### src/rtl/btn_event_pkg.sv
// Shared constants for btn_event: 3-bit FSM state encoding, default tick counts
// and the registered event bundle.
package btn_event_pkg;

    localparam logic [2:0] IDLE   = 3'd0;
    localparam logic [2:0] PRESS1 = 3'd1;
    localparam logic [2:0] GAP    = 3'd2;
    localparam logic [2:0] PRESS2 = 3'd3;
    localparam logic [2:0] HELD   = 3'd4;

    localparam int DEF_CNT_W        = 8;
    localparam int DEF_LONG_TICKS   = 100;
    localparam int DEF_DCLICK_TICKS = 25;
    localparam int DEF_REPEAT_TICKS = 20;

    typedef struct packed {
        logic short_press;
        logic long_press;
        logic double_click;
    } ev_t;

endpackage

### src/rtl/btn_event_if.sv
// Button-in / event-pulses-out bundle for btn_event. The master drives tick and btn;
// the slave (btn_event) returns the event pulses and busy.
interface btn_event_if;

    logic tick;
    logic btn;
    logic short_press;
    logic long_press;
    logic double_click;
    logic repeat_press;
    logic busy;

    modport master (
        output tick, btn,
        input  short_press, long_press, double_click, repeat_press, busy
    );

    modport slave (
        input  tick, btn,
        output short_press, long_press, double_click, repeat_press, busy
    );

endinterface

### src/rtl/btn_edge_det.sv
// Rise/fall detector on the debounced button level. The history register resets to 1,
// so a button held through reset has to be released before a press is seen.
module btn_edge_det (
    input  logic clk,
    input  logic rst,
    input  logic btn,
    output logic rise,
    output logic fall
);

    logic btn_q;

    // NOTE: sequential state uses non-blocking assignments so every flop samples pre-edge values.
    always_ff @(posedge clk) begin
        if (rst) btn_q <= 1'b1;
        else     btn_q <= btn;
    end

    assign rise = btn  & ~btn_q;
    assign fall = ~btn &  btn_q;

endmodule

### src/rtl/btn_event.sv
// Button event classifier: short press, long press, double click and auto-repeat.
// The auto-repeat path exists only when BTN_EVENT_REPEAT_EN is defined.
module btn_event
    import btn_event_pkg::*;
#(
    parameter int CNT_W        = DEF_CNT_W,
    parameter int LONG_TICKS   = DEF_LONG_TICKS,
    parameter int DCLICK_TICKS = DEF_DCLICK_TICKS,
    parameter int REPEAT_TICKS = DEF_REPEAT_TICKS
) (
    input  logic        clk,
    input  logic        rst,
    btn_event_if.slave  bus
);

    localparam logic [CNT_W-1:0] CNT_MAX     = '1;
    localparam logic [CNT_W-1:0] LONG_LAST   = CNT_W'(LONG_TICKS - 1);
    localparam logic [CNT_W-1:0] DCLICK_LAST = CNT_W'(DCLICK_TICKS - 1);

    logic             rise;
    logic             fall;
    logic             tick_eff;
    logic [2:0]       state;
    logic [2:0]       state_nxt;
    logic [CNT_W-1:0] cnt;
    logic             cnt_wrap;
    ev_t              ev_nxt;
    ev_t              ev_q;
    logic             busy_q;

    btn_edge_det u_edge (
        .clk  (clk),
        .rst  (rst),
        .btn  (bus.btn),
        .rise (rise),
        .fall (fall)
    );

    // An edge in the same clock as a tick takes priority; that tick is dropped.
    assign tick_eff = bus.tick & ~rise & ~fall;

`ifdef BTN_EVENT_REPEAT_EN
    localparam logic [CNT_W-1:0] REPEAT_LAST = CNT_W'(REPEAT_TICKS - 1);

    logic repeat_q;

    always_ff @(posedge clk) begin
        if (rst) repeat_q <= 1'b0;
        else     repeat_q <= (state == HELD) && !fall && tick_eff && (cnt == REPEAT_LAST);
    end

    assign cnt_wrap         = (state == HELD) && !fall && tick_eff && (cnt == REPEAT_LAST);
    assign bus.repeat_press = repeat_q;
`else
    assign cnt_wrap         = 1'b0;
    assign bus.repeat_press = 1'b0;
`endif

    always_comb begin
        // NOTE: every always_comb output gets a default first, so no path can infer a latch.
        state_nxt = state;
        ev_nxt    = '0;
        case (state)
            IDLE: begin
                if (rise) state_nxt = PRESS1;
            end
            PRESS1: begin
                if (fall) begin
                    state_nxt = GAP;
                end else if (tick_eff && cnt == LONG_LAST) begin
                    state_nxt         = HELD;
                    ev_nxt.long_press = 1'b1;
                end
            end
            GAP: begin
                if (rise) begin
                    state_nxt           = PRESS2;
                    ev_nxt.double_click = 1'b1;
                end else if (tick_eff && cnt == DCLICK_LAST) begin
                    state_nxt          = IDLE;
                    ev_nxt.short_press = 1'b1;
                end
            end
            PRESS2, HELD: begin
                if (fall) state_nxt = IDLE;
            end
            default: state_nxt = IDLE;
        endcase
    end

    // NOTE: synchronous reset clears state, counter and pulses, discarding any pending event.
    always_ff @(posedge clk) begin
        if (rst) begin
            state  <= IDLE;
            cnt    <= '0;
            ev_q   <= '0;
            busy_q <= 1'b0;
        end else begin
            state  <= state_nxt;
            ev_q   <= ev_nxt;
            busy_q <= (state_nxt != IDLE);
            if (state_nxt != state || cnt_wrap) cnt <= '0;
            else if (tick_eff && cnt != CNT_MAX) cnt <= cnt + 1'b1;
        end
    end

    assign bus.short_press  = ev_q.short_press;
    assign bus.long_press   = ev_q.long_press;
    assign bus.double_click = ev_q.double_click;
    assign bus.busy         = busy_q;

endmodule

### src/flat_wrapper.sv
// flat-port wrapper written by rule: the top's interface ports become plain ports
module btn_event_flat import btn_event_pkg::*;
#(
    parameter int CNT_W        = DEF_CNT_W,
    parameter int LONG_TICKS   = DEF_LONG_TICKS,
    parameter int DCLICK_TICKS = DEF_DCLICK_TICKS,
    parameter int REPEAT_TICKS = DEF_REPEAT_TICKS
)
  (clk, rst, bus_tick, bus_btn, bus_short_press, bus_long_press, bus_double_click, bus_repeat_press, bus_busy);
  btn_event_if bus_i ();
  input  logic clk;
  input  logic rst;
  input wire logic [$bits(bus_i.tick)-1:0] bus_tick;
  input wire logic [$bits(bus_i.btn)-1:0] bus_btn;
  output wire logic [$bits(bus_i.short_press)-1:0] bus_short_press;
  output wire logic [$bits(bus_i.long_press)-1:0] bus_long_press;
  output wire logic [$bits(bus_i.double_click)-1:0] bus_double_click;
  output wire logic [$bits(bus_i.repeat_press)-1:0] bus_repeat_press;
  output wire logic [$bits(bus_i.busy)-1:0] bus_busy;
  assign bus_i.tick = bus_tick;
  assign bus_i.btn = bus_btn;
  assign bus_short_press = bus_i.short_press;
  assign bus_long_press = bus_i.long_press;
  assign bus_double_click = bus_i.double_click;
  assign bus_repeat_press = bus_i.repeat_press;
  assign bus_busy = bus_i.busy;
  btn_event #(.CNT_W(CNT_W), .LONG_TICKS(LONG_TICKS), .DCLICK_TICKS(DCLICK_TICKS), .REPEAT_TICKS(REPEAT_TICKS)) u_core (.clk(clk), .rst(rst), .bus(bus_i));
endmodule
### config.mk
export PLATFORM = sky130hd
export DESIGN_NAME = btn_event_flat
export DESIGN_NICKNAME = d
export VERILOG_FILES = /design/src/rtl/btn_event_pkg.sv /design/src/rtl/btn_event_if.sv /design/src/rtl/btn_edge_det.sv /design/src/rtl/btn_event.sv /design/src/flat_wrapper.sv
export SDC_FILE = /design/constraint.sdc
export NUM_CORES = 1
export LEC_CHECK = 0
export BUFFER_PORTS_ARGS = -buffer_cell sky130_fd_sc_hd__buf_2
export CORE_MARGIN = 4
export CORE_UTILIZATION = 37
export DETAILED_ROUTE_END_ITERATION = 8
export HOLD_SLACK_MARGIN = 0.02
export SETUP_SLACK_MARGIN = 0.5
export SYNTH_ARGS = -nofsm -noshare
export SYNTH_HDL_FRONTEND = slang
export SYNTH_SLANG_ARGS = --single-unit
### constraint.sdc
create_clock -name clk -period 1.98 [get_ports clk]
set_clock_uncertainty 0.1 [all_clocks]
set_input_delay 0 -clock clk [delete_from_list [all_inputs] [get_ports clk]]
set_output_delay 0 -clock clk [all_outputs]
set_load 0.05 [all_outputs]
[Word-level counts from Yosys, hierarchy flattened]
Cells that the tools add are included.
Cells by class
  add/subtract/negate cells: 1
  eq/ne operators: 8
  muxes and demuxes: 10
  bitwise gates (word level): 10
  reductions and logical operators: 10
Operators with widths (number)
  3-bit two-way mux: 6
  3-bit one-hot mux with 4 select lines: 1
  8-bit by 1-bit adder with 8-bit output (second input constant): 1
  8-bit by 5-bit equality test with 1-bit output (second input constant): 1
  8-bit by 7-bit equality test with 1-bit output (second input constant): 1
  8-bit != test (second input constant): 1
  3-bit by 2-bit equality test with 1-bit output (second input constant): 2
  1-bit NOT: 6
  2-bit OR reduction: 3
  3-bit OR reduction: 2
  1-bit bitwise AND: 4
  3-bit by 1-bit equality test with 1-bit output (second input constant): 1
  3-bit equality test (second input constant): 1
  1-bit logical AND: 3
  3-bit zero test: 1
  1-bit two-way mux: 3
  3-bit != test: 1
  3-bit nonzero test: 1
Storage, ports and cells
  register bits after elaboration: 16
  input bits: 4
  output and inout port bits: 5
  logic and storage cells: 46

[Logic depth before layout (Yosys ltp)]
Gate-level depths: netlist of run 1.
  word-level depth: 11
  gate-level depth with buffers: 6
  mapped depth without buffers: 6

[Hierarchy]
A second synthesis of run 1 with hierarchy kept.
Second synthesis, totals
  cells, all modules: 95
  area total of the unflattened synthesis: 840.8 µm²
Modules (own cells, without submodules)
  btn_event: times used 1, cells an instance 91, area an instance 800.8 µm², sequential area each 300.3 µm²
  btn_edge_det: times used 1, cells an instance 4, area an instance 40.0 µm², sequential area each 20.0 µm²

[Least setup slack after synthesis of run 1]
Ideal clock, no wire load.
  path kind: flip-flop to flip-flop
  start point: register u_core.cnt[5]
  end point: register u_core.cnt[0]
  setup time: 0.134 ns
  data arrival time: 1.651 ns
  required time: 1.746 ns
  slack: 0.095 ns
  stages on the path, launching flop included: 6
  buffers on the path: 0
  period minus slack after synthesis: 1.885 ns
  cell sequence: dfxtp_1 -> nand2_1 -> or4b_4 -> o2111a_1 -> o2bb2ai_1 -> nor2_1
On the way
  cells in the longest elaborated chain, start to end: 7
  elaborated cells between the ends (all ways): 13
  those cells by class: eq/ne (4); mux (5); reduce/logical (4)
Ends and longest elaborated chain
  start: declaration: line btn_event.sv:25  | logic [CNT_W-1:0] cnt;
  start signal: assignment: line btn_event.sv:103  | else if (tick_eff && cnt != CNT_MAX) cnt <= cnt + 1'b1;
  8-bit by 5-bit equality test with 1-bit output / 8-bit by 7-bit equality test with 1-bit output (equally long branches): line btn_event.sv:79, btn_event.sv:70
  1-bit logical AND, on equally long branches: line btn_event.sv:79, btn_event.sv:70
  3-bit two-way mux, on equally long branches: line btn_event.sv:79, btn_event.sv:70
  3-bit two-way mux, on equally long branches: line btn_event.sv:76, btn_event.sv:68
  3-bit one-hot mux with 4 select lines: line btn_event.sv:63  | case (state)
  3-bit != test: line btn_event.sv:102  | if (state_nxt != state || cnt_wrap) cnt <= '0;
  2-bit OR reduction (no line)
Parallel ways exist; a longest one is shown, timed or not.
A chain may end at the register's enable or synchronous reset.

[Worst setup path in the final report of run 1]
  start point: register u_core.cnt[6]
  end point: register u_core.busy_q (netlist: u_core.bus.busy)
On the way
  cells in the longest elaborated chain, start to end: 6
  elaborated cells between the ends (all ways): 10
  those cells by class: eq/ne (2); mux (5); reduce/logical (3)
Ends and longest elaborated chain
  8-bit by 5-bit equality test with 1-bit output / 8-bit by 7-bit equality test with 1-bit output (equally long branches): line btn_event.sv:79, btn_event.sv:70
  1-bit logical AND, on equally long branches: line btn_event.sv:79, btn_event.sv:70
  3-bit two-way mux, on equally long branches: line btn_event.sv:79, btn_event.sv:70
  3-bit two-way mux, on equally long branches: line btn_event.sv:76, btn_event.sv:68
  3-bit one-hot mux with 4 select lines *: line btn_event.sv:63
  3-bit nonzero test *: line btn_event.sv:101  | busy_q <= (state_nxt != IDLE);
  end signal: assignment: line btn_event.sv:101
  end: declaration: line btn_event.sv:29  | logic busy_q;
Every way passes the cells marked *; elsewhere a longest branch is shown, timed or not.

==> impl_metrics.yaml, run 1 <==
yosys:
  synth_edf_count: 0
  synth.cell_area_um2: 792.0
  syn-instance-count: 94
  synth_area_leaders: "dfxtp_1 40%, nor2_1 6.2%, xor2_1 3.3%"
  synth.avg_cell_area_um2: 8.426
  synth-seq-cells: 16
  async_flop_share: 0
  ys_seq_area_frac: 0.4044
  synth_cell_types: 34
  yosysWarnings: 0
  yosysTopAreaCell: "dfxtp_1"
  synth_top_area_frac: 0.4044
  syn-num-nets: 100
  yosys_most_used_dff: "dfxtp_1"
  netlist_top_cells_count: "16 x dfxtp_1, 13 x nor2_1, 6 x nand2_1"
  yosysMostFrequentCell: "dfxtp_1"
clock_tree:
  cts_buffer_depth: 2
  cts_tree: "done"
  htreeDepth: 1
  cts-root-buf: "clkbuf_4"
  clk_pin_slew_worst_paths_ns: 0.10
  numCtsBuffers: 3
  clkLatencyLatePin_ns: 0.29
  clock-sinks: 16
  cts_hold_buf: 3
floorplan:
  rows: 16
  start_util: 0.3956
  core_area_um2: 2002
  die_y_um: 54.27
  die_x_um: 54.27
  dieArea_um2: 2945
  io_pins: 9
worst_hold_path:
  holdCritPathClass: "primary input to flop"
placed_design:
  portBuffers: 7
  dpl_cell_area_um2: 889.6
  place.gp.congestion: 0.8272
  hpwlAfterDp_mm: 1.159
detailed_routing:
  met3_length_um: 109
  dr_wl_met2_um: 814
  vias_per_cell: 5.312
  drtIter0Drc: 26
  drc: 0
  wl_per_cell_um: 12.65
  routed.top_layer: "met4"
  dr.pass1.iters: 4
  drtAntennaViolNets: 0
  wl_met1_um: 776
  drt-total-wl_mm: 1.746
  num_vias: 733
global_routing:
  first_global_vias: 658
  grt_max_degree: 11
  grtUsageTotal: 0.1359
  grt-ovfl-total: 0
  grt_pass1_wl_mm: 2.815
  antenna_found_initial: 0
setup_path:
  crit_path_start_kind: "flop"
  critPathArrivalTime_ns: 1.97
  crit_type: "flop to flop"
  cpLargestDelayFamily: "simple AND/OR/NAND/NOR gates"
  path_buf_inv: 0
  crit_path_top_delay_cell: "or4b_4"
  end_kind: "flop"
  path_max_fanout: 5
  worstPathRequired_ns: 2.06
  max_stage_delay_ns: 0.51
  path_cells: "nand2_2 > or4b_4 > o2111a_2 > a21o_1 > or3_1"
sta:
  setup-tns-final_ns: 0
  finalHoldWorstSlack_ns: -0.03795
  maxSlewHeadroom: 0.6597
  final_hold_viol_count: 2
  finalSetupViolations: 0
  min_period_over_period: 0.9531
  grt_setup_unrepaired: "yes"
  fmax_mhz: 529.9
  finalCriticalPeriod_ns: 1.887
  slew_violations: 0
  tightestPinTransition_ns: 0.5034
flow_run:
  maxCapViolations: 0
power_and_ir_drop:
  seqPwrFrac: 0.534
  power_frac_comb: 0.124
  power.switching_mw: 0.1584
  vdd_drop_max_v: 0.0004137
  finalPower_mw: 0.6300
  pwr-share-clk: 0.342
  leakage_nw: 0.3943
  switching_share: 0.2514
  internal-power_mw: 0.4716
  power_density_nw_per_um2: 609.5
status:
  status: "finished, violations left"
  violations: "negative hold slack"
final_layout:
  nFillCells: 194
  antenna_cells: 0
  design_area_um2: 1033
  synthToLayoutAreaGrowth_pct: 30.49
  fin_nets: 118
  drive_gt1_frac: 0.2973
-- final cells by class --
cell class | count | area, um2 | area share
Sequential cell | 16 | 334.1 | 0.3232
Multi-Input combinational cell | 70 | 496.7 | 0.4806
Timing Repair Buffer | 16 | 113.9 | 0.1102
Tap cell | 27 | 33.78 | 0.03269
Clock buffer | 4 | 36.28 | 0.03511
Inverter | 5 | 18.77 | 0.01816
-- power groups by stage --
stage | Sequential [mW] | Clock, mW | Combinational [mW]
2_1_floorplan | 0.348 | 0 | 0.0475
3_3_place_gp | 0.346 | 0 | 0.0663
3_5_place_dp | 0.346 | 0 | 0.0662
4_1_cts | 0.337 | 0.221 | 0.0729
5_1_grt | 0.338 | 0.239 | 0.0857
6_report | 0.336 | 0.215 | 0.0783
-- worst reg2reg max path: stages, from the launching register on --
cell and delay [ns]:
dfxtp_2 0.38, nand2_2 0.07, or4b_4 0.51, o2111a_2 0.28, a21o_1 0.16, or3_1 0.29
-- metrics by stage --
step | instances | setup WS (ns) | utilization
2_1_floorplan | 94 | 0.1155 | -
3_3_place_gp | 126 | 0.06992 | 0.4444
3_5_place_dp | 126 | 0.04786 | 0.4444
4_1_cts | 135 | 0.08901 | 0.4894
5_1_grt | 138 | 0.03257 | 0.5163
6_report | 138 | 0.09286 | 0.5163
-- cells in the final DEF, fill, tap and decap left out, types with 2 or more instances in the layout --
cell	count
o31ai_1	2
buf_4	5
nor3_1	2
xor2_1	3
and3_1	3
nand3_1	4
dlygate4sd3_1	3
clkbuf_4	3
buf_2	7
o21ai_0	5
nor2_1	12
nand4_1	2
dfxtp_2	2
dfxtp_1	11
nand2_1	5
o211ai_1	3
nor2b_1	2
dfxtp_4	3
inv_1	5
xnor2_1	2
-- logic make-up (layout without fill, tap and decap cells) --
| group | Yosys count | count (layout) | synth area share |
|---|---|---|---|
| AO/OA/AOI/OAI | 19 | 19 | 0.1722 |
| XOR/XNOR | 5 | 5 | 0.05530 |
| adder cells (fa/ha/maj) | 2 | 2 | 0.03159 |
| buffers and inverters | 8 | 25 | 0.04266 |
| flip-flops | 16 | 16 | 0.4044 |
| multiplexers | 1 | 1 | 0.01264 |
| other | 1 | 1 | 0.004735 |
| AND/OR/NAND/NOR | 42 | 42 | 0.2765 |
-- timing repair --
item / 4_1_cts / 5_1_grt
setup buffers: 2 / 3
pin swaps: 2 / 4
endpoints found under the hold margin: 5 / 2
setup endpoints to repair: 11 / 11
resized for setup: 3 / 9
-- path summary, 6_finish.rpt --
| kind | from | to | slack, ns | cells after the start |
|---|---|---|---|---|
| worst min register to register | u_core.cnt[6] | u_core.cnt[6] | 0.45 | 2 |
| worst min-delay path | bus_tick | u_core.bus.long_press | -0.04 | 3 |
| worst max-delay path | u_core.cnt[6] | u_core.bus.busy | 0.09 | 5 |
| worst max register to register | u_core.cnt[6] | u_core.bus.busy | 0.09 | 5 |
-- per-layer routing --
layer,global-route usage,vias to the layer above
li1,-,366
met2,0.1972,19
met3,0.04905,6
met4,0.09129,0
met1,0.1664,342
met5,0,-
-- state kept, by name, summed over array words and instances, names as in the netlist --
register,flops
u_core.bus.long_press,1
u_core.bus.double_click,1
u_core.cnt,8
u_core.state,3
u_core.bus.busy,1
u_core.bus.short_press,1
u_core.u_edge.btn_q,1
(Power assumes the default switching activity.)
==> run 2: changes to the inputs <==
Settings changed: CORE_UTILIZATION 37 to 45, CTS_CLUSTER_SIZE set to 12, PLACE_DENSITY set to 0.66.
==> run 2 against run 1 <==
  * The run now ends clean
  * First-iteration DRC count fell by 3.8%
  * Largest power group unchanged
  * Utilization rose by 9.6 points
  * Flip-flop and latch count did not move
  * Setup slack got worse by 0.0031 ns
==> impl_metrics.yaml, run 2 (synthesis results as in run 1) <==
status:
  status: "completed"
clock_tree:
  clkLatencyLatePin_ns: 0.28
  numCtsBuffers: 3
  clock-sinks: 16
  clk_pin_slew_worst_paths_ns: 0.09
  cts_tree: "done"
  htreeDepth: 1
  cts-root-buf: "clkbuf_4"
  cts_buffer_depth: 2
sta:
  finalSetupViolations: 0
  fmax_mhz: 529.0
  tightestPinTransition_ns: 0.5531
  maxSlewHeadroom: 0.6261
  finalCriticalPeriod_ns: 1.890
  setup-tns-final_ns: 0
  slew_violations: 0
  min_period_over_period: 0.9546
  finalHoldWorstSlack_ns: 0.03083
  final_hold_viol_count: 0
  grt_setup_unrepaired: "yes"
final_layout:
  fin_nets: 114
  layout_common_cells: "13 x nor2_1, 12 x dfxtp_1, 7 x buf_2"
  synthToLayoutAreaGrowth_pct: 21.80
  final_common_cell: "nor2_1"
  top_register: "u_core.cnt"
  reg_top3: "u_core.cnt x8, u_core.state x3"
  drive_gt1_frac: 0.2150
  antenna_cells: 0
  largest_reg_flops: 8
  fin_util: 0.6119
detailed_routing:
  dr_wl_met2_um: 622
  met3_length_um: 78
  wl_met1_um: 802
  drtAntennaViolNets: 0
  vias_per_cell: 5.593
  num_vias: 688
  wl_per_cell_um: 12.33
  drtIter0Drc: 25
  drt-total-wl_mm: 1.517
  drc: 0
  dr.pass1.iters: 4
  routed.top_layer: "met4"
global_routing:
  antenna_found_initial: 0
  first_global_vias: 602
  grt_pass1_wl_mm: 2.587
  grt-ovfl-total: 0
  grt_max_degree: 11
  grtUsageTotal: 0.1346
worst_hold_path:
  min-delay-start: "bus_tick"
  holdCritPathClass: "primary input to flop"
  min_to: "u_core.bus.short_press"
  hold_depth: 3
power_and_ir_drop:
  vdd_drop_max_v: 0.0004857
  leakage_nw: 0.3682
  finalPower_mw: 0.6190
  power_density_nw_per_um2: 641.6
placed_design:
  hpwlAfterDp_mm: 1.097
  place.gp.congestion: 0.7750
  portBuffers: 7
floorplan:
  rows: 14
  io_pins: 9
  start_util: 0.5024
  die_x_um: 49.95
  core_area_um2: 1577
  dieArea_um2: 2495
  die_y_um: 49.95
setup_path:
  reg2reg_depth: 5
  worstPathRequired_ns: 2.05
  path_max_fanout: 3
  timing.rr.end: "u_core.bus.busy"
  crit_type: "flop to flop"
  reg2reg_slack_ns: 0.09
  r2r-start: "u_core.cnt[0]"
  critPathArrivalTime_ns: 1.96
  end_kind: "flop"
  crit_path_start_kind: "flop"
flow_run:
  maxCapViolations: 0
==> run 2: metal layers <==
| layer | global-route usage | up-vias |
|---|---|---|
| li1 | - | 363 |
| met1 | 0.1866 | 312 |
| met2 | 0.1916 | 11 |
| met3 | 0.05723 | 2 |
| met4 | 0.02765 | 0 |
| met5 | 0 | - |
==> run 2: report_power, final <==
group          internal (mW)  switching, mW
clock                  0.112         0.0979
combinational         0.0303         0.0425
sequential             0.327        0.00926
total                  0.469          0.150
==> run 2: area by class of cell <==
type                    count  area (um2)
fillers                   139       611.8
well taps                  16       20.02
multi-input cells          70       476.7
clock buffers               4       36.28
flip-flops and latches     16       330.3
repair buffers             12       82.58
inverters                   5       18.77
==> run 2: per-stage QoR <==
| stage | instance area (um2) | cells | setup slack, ns |
|---|---|---|---|
| 2_1_floorplan | 828.3 | 94 | 0.1155 |
| 3_3_place_gp | 868.3 | 114 | 0.07552 |
| 3_5_place_dp | 868.3 | 114 | 0.05977 |
| 4_1_cts | 954.7 | 123 | 0.08155 |
| 5_1_grt | 964.7 | 123 | 0.02858 |
| 6_report | 964.7 | 123 | 0.08980 |
==> run 2: how the worst max path moves through the flow <==
| stage | cells past startpoint | slack [ns] | startpoint | to |
|---|---|---|---|---|
| finish | 5 | 0.09 | u_core.cnt[0] | u_core.bus.busy |
| global route | 5 | 0.03 | u_core.cnt[0] | u_core.bus.busy |
| detailed placement | 5 | 0.06 | u_core.cnt[0] | u_core.bus.busy |
| CTS | 5 | 0.08 | u_core.cnt[0] | u_core.bus.busy |
| floorplan | 5 | 0.12 | u_core.cnt[5] | u_core.bus.busy |
| global placement | 5 | 0.08 | u_core.cnt[5] | u_core.bus.busy |
==> run 2: timing repair <==
item,in CTS,in global routing
setup buffers,2,0
pin swaps,3,0
endpoints found under the setup margin,11,12
cloned,0,0
resized for setup,2,2
hold endpoints to repair,4,0
hold buffers,3,0
==> run 2: worst max-delay path, stage by stage, from the launching register on <==
cell,delay [ns]
dfxtp_2,0.37
ha_4,0.14
or4b_4,0.45
o2111a_1,0.26
a21o_1,0.17
or3_1,0.29
